--- src/rtl/cart_loader.sv ---
// Cartridge download loader: buffers hps_io ioctl bytes in a small FIFO, writes them
// to SDRAM over valid/ready, and derives the cartridge descriptors for cv_console.
module cart_loader #(
   parameter int FIFO_DEPTH = 4,
   parameter int ADDR_W     = 25
) (
   input  logic              clk_i,
   input  logic              reset_n_i,
   input  logic              ioctl_download_i,
   input  logic [7:0]        ioctl_index_i,
   input  logic              ioctl_wr_i,
   input  logic [ADDR_W-1:0] ioctl_addr_i,
   input  logic [7:0]        ioctl_dout_i,
   output logic              ioctl_wait_o,
   output logic [ADDR_W-1:0] mem_addr_o,
   output logic [7:0]        mem_din_o,
   output logic              mem_we_o,
   input  logic              mem_ready_i,
   output logic [5:0]        cart_pages_o,
   output logic              sg1000_o,
   output logic              extram_o,
   output logic              header_ok_o,
   output logic              overflow_o,
   output logic              busy_o,
   output logic              load_done_o
);

   localparam int PW = $clog2(FIFO_DEPTH);
   localparam int CW = PW + 1;
   localparam int EW = ADDR_W + 8;

   localparam logic [1:0] ST_IDLE  = 2'd0;
   localparam logic [1:0] ST_LOAD  = 2'd1;
   localparam logic [1:0] ST_DRAIN = 2'd2;
   localparam logic [1:0] ST_DONE  = 2'd3;

   logic [EW-1:0] r_fifo [FIFO_DEPTH];
   logic [CW-1:0] r_wr_ptr, r_rd_ptr;
   logic          r_wait;
   logic [5:0]    r_pages;
   logic          r_sg1000, r_extram, r_header_ok, r_overflow;
   logic [7:0]    r_byte0;
   logic [1:0]    r_state;

   logic [CW-1:0] w_count, w_count_nxt;
   logic          w_full, w_empty, w_push, w_pop;
   logic [EW-1:0] w_head;
   logic          w_in_window, w_hdr_match;
   logic [15:0]   w_hdr;
   logic [1:0]    w_state_nxt;
   logic          w_unused_idx;

   // Pointers carry one extra wrap bit so full and empty are distinguishable.
   assign w_count     = r_wr_ptr - r_rd_ptr;
   assign w_full      = (w_count == CW'(FIFO_DEPTH));
   assign w_empty     = (w_count == '0);
   assign w_push      = ioctl_wr_i & ~w_full;
   assign w_pop       = ~w_empty & mem_ready_i;
   assign w_count_nxt = w_count + CW'(w_push) - CW'(w_pop);
   assign w_head      = r_fifo[r_rd_ptr[PW-1:0]];

   assign mem_we_o   = ~w_empty;
   assign mem_addr_o = w_empty ? '0 : w_head[EW-1:8];
   assign mem_din_o  = w_empty ? '0 : w_head[7:0];

   // NOTE: the storage array is not reset; the pointers define which entries are
   // valid and the memory outputs are masked to zero whenever the FIFO is empty.
   always_ff @(posedge clk_i) begin
      if (w_push) r_fifo[r_wr_ptr[PW-1:0]] <= {ioctl_addr_i, ioctl_dout_i};
   end

   // NOTE: sequential state uses non-blocking assignments so every register
   // samples the pre-edge values regardless of statement order.
   always_ff @(posedge clk_i or negedge reset_n_i) begin
      if (!reset_n_i) begin
         r_wr_ptr <= '0;
         r_rd_ptr <= '0;
         r_wait   <= 1'b0;
      end else begin
         if (w_push) r_wr_ptr <= r_wr_ptr + 1'b1;
         if (w_pop)  r_rd_ptr <= r_rd_ptr + 1'b1;
         r_wait <= (w_count_nxt >= CW'(FIFO_DEPTH - 1));
      end
   end

   assign w_in_window  = r_sg1000 && (ioctl_addr_i[ADDR_W-1:13] == (ADDR_W-13)'(1));
   assign w_hdr        = {r_byte0, ioctl_dout_i};
   assign w_hdr_match  = (w_hdr == 16'hAA55) || (w_hdr == 16'h55AA);
   assign w_unused_idx = ^ioctl_index_i[7:5];

   // Descriptors track the push side only; a dropped byte touches nothing but overflow.
   always_ff @(posedge clk_i or negedge reset_n_i) begin
      if (!reset_n_i) begin
         r_pages     <= '0;
         r_sg1000    <= 1'b0;
         r_extram    <= 1'b0;
         r_header_ok <= 1'b0;
         r_overflow  <= 1'b0;
         r_byte0     <= '0;
      end else begin
         if (ioctl_wr_i && w_full) r_overflow <= 1'b1;
         if (w_push) begin
            r_pages <= ioctl_addr_i[19:14];
            if (ioctl_addr_i == '0) begin
               r_sg1000    <= (ioctl_index_i[4:0] == 5'd2);
               r_extram    <= 1'b0;
               r_header_ok <= 1'b0;
               r_overflow  <= 1'b0;
               r_byte0     <= ioctl_dout_i;
            end
            if (ioctl_addr_i == ADDR_W'(1)) r_header_ok <= w_hdr_match && !r_sg1000;
            if (w_in_window)
               r_extram <= ((ioctl_addr_i[12:0] == 13'd0) | r_extram) & (ioctl_dout_i == 8'hFF);
         end
      end
   end

   // NOTE: every combinational output gets a default first so no latch is inferred.
   always_comb begin
      w_state_nxt = r_state;
      case (r_state)
         ST_IDLE:  if (ioctl_download_i) w_state_nxt = ST_LOAD;
         ST_LOAD:  if (!ioctl_download_i) w_state_nxt = ST_DRAIN;
         ST_DRAIN: begin
            if (w_empty)               w_state_nxt = ST_DONE;
            else if (ioctl_download_i) w_state_nxt = ST_LOAD;
         end
         default:  w_state_nxt = ioctl_download_i ? ST_LOAD : ST_IDLE;
      endcase
   end

   always_ff @(posedge clk_i or negedge reset_n_i) begin
      if (!reset_n_i) r_state <= ST_IDLE;
      else            r_state <= w_state_nxt;
   end

   assign ioctl_wait_o = r_wait;
   assign cart_pages_o = r_pages;
   assign sg1000_o     = r_sg1000;
   assign extram_o     = r_extram;
   assign header_ok_o  = r_header_ok;
   assign overflow_o   = r_overflow;
   assign busy_o       = (r_state != ST_IDLE);
   assign load_done_o  = (r_state == ST_DONE);

endmodule

--- config.mk ---
export PLATFORM = sky130hd
export DESIGN_NAME = cart_loader
export DESIGN_NICKNAME = d
export VERILOG_FILES = /design/src/rtl/cart_loader.sv
export SDC_FILE = /design/constraint.sdc
export NUM_CORES = 1
export LEC_CHECK = 0
export BUFFER_PORTS_ARGS = -buffer_cell sky130_fd_sc_hd__clkbuf_2
export CORE_ASPECT_RATIO = 0.5
export CORE_MARGIN = 2
export CORE_UTILIZATION = 61
export DETAILED_ROUTE_END_ITERATION = 8
export MAX_ROUTING_LAYER = met4
export PLACE_DENSITY = 0.84
export SLEW_MARGIN = 10
export SYNTH_ARGS = -nofsm -noshare
export SYNTH_HDL_FRONTEND = slang
export SYNTH_SLANG_ARGS = --single-unit
--- constraint.sdc ---
create_clock -name clk_i -period 8.16 [get_ports clk_i]
set_input_delay 1.224 -clock clk_i [delete_from_list [all_inputs] [get_ports clk_i]]
set_output_delay 1.224 -clock clk_i [all_outputs]
set_load 0.02 [all_outputs]
==> impl_results.md <==
* Status: finished clean
* Initial antenna violation count at 0
* Initial detailed-routing violation count at 217
* Fin crit period at 4700 ps
* Vias per inst at approximately 5.9
* Vias in the first global route at 3767
* Worst-skew pair later-pin latency at about 420 ps
* Post-synth EDFFs at ~130
* Startpoint types: register
* Final setup fails at 0
* Post-CTS Hold Buffers at 0
* Final net count at 504
* First-pass GRT wire length at 20400 um
* Crit-path max FO at 36
* Post-synth ARST share at 17.0%
* CTS sink cnt at 159
* Worst Skew at 5.26 ps
* CP Buf/Inv Count at 3
* Routed len/inst at between 20 and 25 um
* Fin crit share at 57.6%
* Slew Limit Fails at 0
* Most common flop cell mapped by yosys: edfxtp_1
* Final wirelength at about 13000 um
* Post-CTS setup repair buffer count at 0
* Syn Nets at roughly 400
* Final Hold Vio Count at 0
* Yosys top cell by area: edfxtp_1
* Total CTS buffers at 17
* Critical path class: register to output pin
* Worst-Margin Slew at about 800 ps
* Synth cell types at 39
* Layout cells sized above 1 at 38.4%
* Cell Area, Synth at 0.00646 mm^2
* Area of the die at 0.0115 mm^2
* Fmax at between 200 and 250 MHz
* Die Y at 76.8 um
* Row count at 26
* I/O pins at 93
* Die W at 150 um
* P_leak at ~2.9 nW
* GPL Wtd Cong at 0.833
* Most frequent cells in the layout: edfxtp_1 (132), clkbuf_2 (89), and2_1 (39)
* Top cell type's share of synthesized area at between 60% and 70%
* Setup TNS at 0 ps
* Cell mode on critical path: buf_4
* GRT overflow at 0
* Synthesis-stage register bit count at about 160
* YS warnings at 0
* CP Cell Sequence: buf_4, ha_1, fa_1, xnor3_2, nand3_1, buf_4, and2_1, clkbuf_2
* Initial Util at 63.0%
* Post-DP HPWL at between 7000 and 8000 um
* Post-CTS resize count at 0
* Syn-to-layout area delta at 18.7%
* Via count at 3544
* Remaining design rule violation count at 0
* Hold Crit Class: register to register
* Syn avg cell area at roughly 19 um^2
* RSZ-0062 raised after global routing: no
* Antenna viol nets, final at 0
* Port bufs at 89
* PD cells at between 400 and 500 mW/mm^2
* Synth Instances at around 350
* Max_cap viols at 0
* ANT cells at 0
* Worst EP arrival at approximately 3500 ps
* Max Buffers Root-to-Sink at 2
* Worst hold margin at 482 ps
* CTS tree: done
* H-tree levels at 4
* Crit. End Element: output pin
* Layout fillers at ~590
* Worst VDD drop at 0.244 mV
* Most common cell after layout, fill and taps aside: edfxtp_1
* Largest net degree at the start of global routing at 37
* CP peak stage delay at 470 ps
* Top post-synthesis cells by area: edfxtp_1 (61%), mux4_2 (12%), dfrtp_1 (10%)
* Critical Path RT at 6940 ps
* Clk pin slew, worst setup/hold paths at roughly 60 ps
* Sequential-to-total area share from yosys stat at between 70% and 80%
* CP max-delay cell: xnor3_2
* GRT Resource Usage Total at 25.5%
* Core footprint at around 0.010 mm^2
* Drt pass-1 iters at 4
* Max-slew headroom at 46.9%
* Clock Root Buffer: clkbuf_16
* CP top delay family: buffers and inverters
==> power breakdown <==
group	internal [mW]	total [mW]	switching [mW]
Combinational	0.566	1.44	0.874
Clock	0.455	0.778	0.323
Sequential	1.11	1.17	0.0611
==> flip-flops by register name, indices dropped and copies added, names as in the netlist <==
| name | flops |
|---|---|
| sg1000_o | 1 |
| extram_o | 1 |
| cart_pages_o | 6 |
| header_ok_o | 1 |
| r_state | 2 |
| r_rd_ptr | 3 |
| r_wr_ptr | 3 |
| ioctl_wait_o | 1 |
| r_fifo | 132 |
| overflow_o | 1 |
| r_byte0 | 8 |
==> final timing paths <==
path / from / endpoint / slack (ps) / cells past startpoint
min: cart_pages_o[1]$_DFFE_PN0P_ / cart_pages_o[1]$_DFFE_PN0P_ / 480 / 2
max: r_rd_ptr[0]$_DFFE_PN0P_ / mem_addr_o[14] / 3460 / 8
max in group asynchronous: reset_n_i / r_rd_ptr[0]$_DFFE_PN0P_ / 6810 / 1
min reg2reg: cart_pages_o[1]$_DFFE_PN0P_ / cart_pages_o[1]$_DFFE_PN0P_ / 480 / 2
max reg2reg: r_rd_ptr[0]$_DFFE_PN0P_ / ioctl_wait_o$_DFF_PN0_ / 3850 / 14
min in group asynchronous: reset_n_i / r_byte0[2]$_DFFE_PN0P_ / 840 / 1
==> tightest hold or removal path, cell delays in order, from the launching register on <==
cell and delay [ps]:
dfrtp_1 340, nand2_1 50, nand2_1 60
==> synthesized netlist by cell type, drive strengths merged, types with 2 or more instances <==
| library cell | instances |
|---|---|
| buf | 3 |
| nand3 | 3 |
| xor2 | 2 |
| nand2b | 2 |
| nand2 | 22 |
| o31ai | 2 |
| inv | 8 |
| nor2 | 3 |
| or4b | 2 |
| mux4 | 33 |
| xnor2 | 4 |
| nor4 | 9 |
| nand4 | 4 |
| mux2 | 10 |
| o21ai | 2 |
| edfxtp | 132 |
| fa | 2 |
| dfrtp | 27 |
| ha | 8 |
| and2 | 39 |
| or4bb | 3 |
| clkbuf | 10 |
| nor3 | 2 |
==> final cells by class <==
type                       count  area (um^2)  area share, %
clock inverter                14          159           2.07
timing repair buffer          96          498           6.49
inverter                       8         32.5          0.424
sequential                   159         4640           60.5
clock buffer                  18          429           5.60
multi-input combinational    166         1730           22.6
tap                          140          175           2.28
==> layer usage <==
metal	share of wire [%]	GRT usage, %
met5	0	-
met4	2.0	10.6
met3	6.2	5.65
met2	51	39.3
met1	41	33.6
==> kinds of logic after synthesis <==
logic type      after synthesis  synth area share (%)
flops                       159                  71.8
buf+inv                      21                  1.32
xor+xnor                      7                  1.18
compound gates               11                  1.36
simple gates                 94                  8.74
mux                          44                  13.4
fa+ha+maj                    10                  2.17
==> metrics by stage <==
step,std cells,setup WS (ps),power (mW),util (%),instance area (um^2)
after floorplan,346,4530,2.19,-,6460
after global placement,569,3880,2.59,69.1,7080
after detailed placement,569,3840,2.63,69.1,7080
after CTS,601,3390,3.43,74.8,7670
after global routing,601,3220,3.58,74.8,7670
final,601,3460,3.39,74.8,7670
(Power assumes the default switching activity.)
